[src/rtl/fifo_uart_tx.sv]
// fifo_uart_tx: drains 32-bit FIFO words into four 8N1 UART frames.
// Byte 0 goes first, each byte LSB first, no gaps within a chain.
module fifo_uart_tx #(
  parameter int CLK_DIV = 434
) (
  input  logic        clock,
  input  logic        sclr,
  input  logic        en,
  input  logic        fifo_empty,
  input  logic [31:0] fifo_q,
  output logic        fifo_rdreq,
  output logic        txd,
  output logic        busy,
  output logic        tx_done
);

  localparam int BW = (CLK_DIV > 1) ? $clog2(CLK_DIV) : 1;
  localparam logic [BW-1:0] LAST = BW'(CLK_DIV - 1);
  localparam logic [BW-1:0] PRE  = BW'(CLK_DIV - 2);

  localparam logic [1:0] S_IDLE  = 2'd0;
  localparam logic [1:0] S_START = 2'd1;
  localparam logic [1:0] S_DATA  = 2'd2;
  localparam logic [1:0] S_STOP  = 2'd3;

  logic [1:0]    state;
  logic [31:0]   shreg;
  logic [1:0]    byte_idx;
  logic [2:0]    bit_idx;
  logic [BW-1:0] baud_cnt;

  logic bit_end;
  logic word_end;
  logic load;

  assign bit_end  = (baud_cnt == LAST);
  assign word_end = (state == S_STOP) &&
                    (byte_idx == 2'd3) && bit_end;
  // sclr gates the pop so reset can never consume a word
  assign load = sclr & en & ~fifo_empty &
                ((state == S_IDLE) | word_end);

  assign fifo_rdreq = load;
  assign busy       = (state != S_IDLE);

  // Line level decoded from state so reset forces idle at once
  always_comb begin
    txd = 1'b1;
    unique case (state)
      S_START: txd = 1'b0;
      S_DATA:  txd = shreg[{byte_idx, bit_idx}];
      default: txd = 1'b1;
    endcase
  end

  // Frame sequencer, baud counter and end-of-word pulse
  always_ff @(posedge clock or negedge sclr) begin
    if (!sclr) begin
      state    <= S_IDLE;
      shreg    <= '0;
      byte_idx <= '0;
      bit_idx  <= '0;
      baud_cnt <= '0;
      tx_done  <= 1'b0;
    end else begin
      // raised one cycle early so it lines up with the last stop cycle
      tx_done <= (state == S_STOP) &&
                 (byte_idx == 2'd3) &&
                 (baud_cnt == PRE);
      if (load) begin
        shreg    <= fifo_q;
        byte_idx <= '0;
        bit_idx  <= '0;
        baud_cnt <= '0;
        state    <= S_START;
      end else if (state != S_IDLE) begin
        baud_cnt <= bit_end ? '0 : baud_cnt + 1'b1;
        if (bit_end) begin
          unique case (state)
            S_START: begin
              bit_idx <= '0;
              state   <= S_DATA;
            end
            S_DATA: begin
              bit_idx <= bit_idx + 3'd1;
              if (bit_idx == 3'd7) state <= S_STOP;
            end
            S_STOP: begin
              if (byte_idx != 2'd3) begin
                byte_idx <= byte_idx + 2'd1;
                state    <= S_START;
              end else begin
                byte_idx <= '0;
                state    <= S_IDLE;
              end
            end
            default: state <= S_IDLE;
          endcase
        end
      end
    end
  end

endmodule

[config.mk]
export PLATFORM = sky130hd
export DESIGN_NAME = fifo_uart_tx
export DESIGN_NICKNAME = d
export VERILOG_FILES = /design/src/rtl/fifo_uart_tx.sv
export SDC_FILE = /design/constraint.sdc
export NUM_CORES = 1
export LEC_CHECK = 0
export ABC_CLOCK_PERIOD_IN_PS = 2600
export CAP_MARGIN = 10
export CORE_UTILIZATION = 50
export CTS_CLUSTER_SIZE = 30
export DETAILED_ROUTE_END_ITERATION = 7
export GPL_ROUTABILITY_DRIVEN = 1
export MAX_ROUTING_LAYER = met4
export PLACE_DENSITY = 0.75
export SLEW_MARGIN = 10
export SYNTH_ARGS = -nofsm -noshare
export SYNTH_HDL_FRONTEND = slang
export SYNTH_SLANG_ARGS = --single-unit
[constraint.sdc]
create_clock -name clock -period 2.6 [get_ports clock]
set_input_delay 0.39 -clock clock [delete_from_list [all_inputs] [get_ports clock]]
set_output_delay 0.39 -clock clock [all_outputs]
set_load 0.005 [all_outputs]
Word-level counts from Yosys, hierarchy flattened
Cells that the tools add are included.
- eq/ne operators: 9
- bitwise logic cells: 5
- add/sub/neg operators: 3
- reduce and logical (&&, ||, !) cells: 12
- order comparisons: 1
- muxes and demuxes: 21
- operator list (cell ; count):
    $mux 9 ; 3
    $eq 9x9->1 const B ; 2
    $mux 2 ; 9
    $add 9x1->9 const B ; 1
    $mux 3 ; 3
    $reduce_and 3->1 ; 3
    $reduce_bool 2->1 ; 4
    $eq 2x2->1 const B ; 3
    $lt 5x6->1 const B ; 1
    $pmux 2 s3 ; 1
    $pmux 3 s2 ; 1
    $bmux 1 s5 ; 1
    $add 3x1->3 const B ; 1
    $and 1x1->1 ; 3
    $eq 3x3->1 const B ; 1
    $logic_and 1x1->1 ; 3
    $ne 3x3->1 const B ; 1
    $reduce_bool 3->1 ; 1
    $add 2x1->2 const B ; 1
    $eq 2x1->1 const B ; 1
    $logic_not 2->1 ; 1
    $mux 1 ; 2
    $ne 2x2->1 const B ; 1
    $pmux 1 s2 ; 1
    other kinds (2) ; 2
- output and inout bits: 4
- register bits: 49
- word-level logic and storage cells: 57
- input bits: 36

Logic depth before layout (Yosys ltp)
- depth after elaboration: 7
- gate-level depth with buffers: 8
- depth with buffers taken out: 6

Worst setup path before layout
Ideal clock, no wire load.
- path type: register to output
- from: reg state[0]
- to: out fifo_rdreq
- required time: 2.210 ns
- path slack: 0.642 ns
- cell stages (with the launch flop): 9
- arrival: 1.568 ns
- path buffers: 2
- cells stage by stage: dfrtp_1 -> inv_1 -> ha_1 -> buf_2 -> a21oi_1 -> nor2_1 -> nand2_4 -> buf_6 -> inv_1
- word-level cells in the longest chain between the ends: 5
- elaborated cells on any way between the ends: 6
- those cells by class: eq/ne (1); bitwise (2); reduce/logical (3)
- RTL lines (element ; RTL line ; source):
    start, declared ; 26 ; logic [1:0] state;
    start signal, assigned ; 59 ; state <= S_IDLE;
    start signal, assigned ; 75 ; state <= S_START;
    start signal, assigned ; 82 ; state <= S_DATA;
    $eq 2x2->1 ; 37 ; assign word_end = (state == S_STOP) &&
    $logic_and 1x1->1 ; 37 ;
    $logic_and 1x1->1 ; 38 ; (byte_idx == 2'd3) && bit_end;
    $or 1x1->1 (*) ; 41 ; ((state == S_IDLE) | word_end);
    $and 1x1->1 (*) ; 40 ; assign load = sclr & en & ~fifo_empty &
    end, declared ; 11 ; output logic fifo_rdreq,
Every way passes the cells marked *; elsewhere a longest branch is shown, timed or not.

Final worst setup path
- from: reg bit_idx[0]
- to: out txd
- word-level cells in the longest chain between the ends: 3
- RTL lines (element ; RTL line ; source):
    start, declared ; 29 ; logic [2:0] bit_idx;
    start signal, assigned ; 85 ; bit_idx <= bit_idx + 3'd1;
    $bmux 1 s5 ; 51 ; S_DATA: txd = shreg[{byte_idx, bit_idx}];
    $mux 1 (not written as such) ; 51 ;
    $pmux 1 s2 ; 49 ; unique case (state)
    end, declared ; 12 ; output logic txd,
No other way between the ends. The select of a mux whose other input is x is not followed.

==> results.yml <==
logic_synthesis:
  synth.distinct_cells: 44
  synth-seq-cells: 49
  synth-seq-area-share_pct: 46.16
  yosys_most_used_dff: "dfrtp_1"
  synth_edf_count: 0
  synthCells: 196
  async_flop_share_pct: 100.0
  yosys-top-cells-area: "dfrtp_1 (46%), mux2_4 (16%), mux4_2 (5.9%)"
  yosysTopAreaCell: "dfrtp_1"
  syn-cell-area_um2: 2656
  netlist.area_leader.share_pct: 46.16
  mappedNetlistNets: 242
  avgSynthCellArea_um2: 13.55
  synth.yosys.warnings: 0
placed_design:
  post-place-cells: 302
  placedInstanceArea_um2: 3103
  gp_congestion: 0.8054
  hpwl_um: 3416
  port-buffer-count: 39
critical_path:
  required_ns: 2.21
  cp-startpoint: "bit_idx[0]"
  crit_fanout: 4
  end_kind: "output pin"
  worstPathArrival_ns: 2.04
  cp-start-kind: "flip-flop"
  critPathKind: "reg -> out"
  r2r_start: "byte_idx[0]"
clocking:
  clk_latency_ns: 0.30
  numCtsBuffers: 5
  h-tree-depth: 2
  cts_hold_buf: 0
  cts_tree: "done"
  root_buffer: "clkbuf_8"
  numClockSinks: 49
  path_clk_slew_ns: 0.09
  clock_path_buffers: 2
grt:
  globalRouteTotalUtil_pct: 19.64
  overflow: 0
  antenna_found_initial: 0
  grt_max_degree: 50
  grt_pass1_vias: 1646
  grt_first_pass_wirelength_um: 7748
detailed_routing:
  wl_met1_um: 2223
  dr.pass1.iters: 6
  viasPerCell: 5.540
  drc: 0
  ant_nets: 0
  drt_iter0_drc: 74
  drt-wirelength-per-cell_um: 15.31
  wl_met2_um: 2281
  vias: 1734
  route.top_layer_used: "met4"
  wl_met3_um: 225
  wl_um: 4791
layout:
  final_common_cell: "dfrtp_1"
  post-route-util_pct: 63.25
  syn_to_final_growth_pct: 21.62
  final_cells: 313
  diodes: 0
  layout.nets: 288
  fin_area_um2: 3231
  n_fill_cell: 406
  drive_above_1_share_pct: 27.57
  layout_common_cells: "dfrtp_1 (47), clkdlybuf4s50_1 (37), mux2_4 (29)"
timing:
  slew_violations: 0
  period_share_pct: 93.38
  fin_crit_ns: 2.428
  fin_skew_ns: 0.007559
  finalHoldViolCount: 0
  slew_headroom_pct: 59.67
  finalSetupViolations: 0
  worst_pin_slew_ns: 0.6049
  fmax_ghz: 0.4119
  rsz0062_at_grt: "no"
  setup_tns_ns: 0
pwr:
  p_leak_nw: 1.467
  ir_drop_v: 0.0004365
  power.total_mw: 3.253
  power_density_nw_per_um2: 1007
job:
  cap_viol_max_count: 0
die:
  placementRows: 26
  coreArea_um2: 5107
  start_util_pct: 52.01
  die_w_um: 74.89
  io_pins: 40
  die_h_um: 74.89
  die_area_um2: 5608
hold_path:
  min_path_type: "in -> async"
outcome:
  status: "finished, final reports clean"
[cells in the mapped netlist (4+ instances only)]
| library cell | count |
|---|---|
| mux2i_1 | 7 |
| o21ai_0 | 4 |
| a22o_1 | 4 |
| o21ai_1 | 4 |
| nand2_1 | 5 |
| mux4_2 | 7 |
| mux2_4 | 29 |
| mux2_1 | 4 |
| dfrtp_1 | 49 |
| a21oi_1 | 4 |
| nor2_1 | 9 |
| buf_6 | 4 |
| inv_1 | 8 |
| ha_1 | 10 |
| nand3_1 | 7 |
[critical path, stage by stage, from the launching register on]
cell and delay (ns):
dfrtp_2 0.42, buf_12 0.12, mux4_2 0.48, mux2i_1 0.16, nand4b_1 0.11, and4_1 0.20, dlygate4sd2_1 0.26
[kinds of logic after synthesis]
group / after synthesis / synth area share, %
AOI/OAI and AO/OA: 27 / 7.396
xor gates and xnor gates: 1 / 0.3298
adders and majority gates: 10 / 4.710
buffers and inverters: 17 / 3.815
DFF: 49 / 46.16
muxes: 50 / 27.93
and+or+nand+nor: 42 / 9.656
[through the flow]
step	hold WS (ns)	worst slack, ns
final	0.2006	0.1721
after global routing	0.2658	0.03574
after CTS	0.2378	0.007379
after detailed placement	0.4871	0.07921
after global placement	0.4798	0.1057
after floorplan	0.09441	0.6421
[flip-flops by register name (all words and copies together) (netlist names)]
register  count
shreg        32
tx_done       1
bit_idx       3
state         2
baud_cnt      9
byte_idx      2
[routing by layer]
layer,track usage [%],up-vias
li1,-,817
met4,6.289,0
met3,4.016,5
met1,26.91,860
met2,29.43,52
met5,-,-
[worst paths after layout]
check                              end  slack, ns  cells past startpoint
max                                txd       0.17                      6
min                        baud_cnt[5]       0.20                      2
max reg2reg                  shreg[16]       0.50                      6
min reg2reg                  shreg[17]       0.50                      1
max in group asynchronous   bit_idx[0]       1.94                      2
min in group clock           shreg[17]       0.50                      1
[final cells by class]
class,instances,area (um2),area share [%]
well taps,70,87.58,2.711
clock inverters,3,17.52,0.5422
repair buffers,48,464.2,14.37
clock buffers,5,68.82,2.130
inverters,8,30.03,0.9295
multi-input cells,130,1334,41.29
flip-flops and latches,49,1229,38.03
[timing repair]
item / in CTS / in global routing
setup buffers: 3 / 0
gates cloned: 0 / 0
setup endpoints to repair: 1 / 1
resized for setup: 4 / 2
pin swaps: 1 / 0
[power breakdown]
| group | internal [mW] | switching (mW) |
|---|---|---|
| clock network | 0.186 | 0.244 |
| registers | 1.10 | 0.286 |
| logic | 0.895 | 0.546 |
| total | 2.18 | 1.08 |
Power figures use the tool's default switching activity.
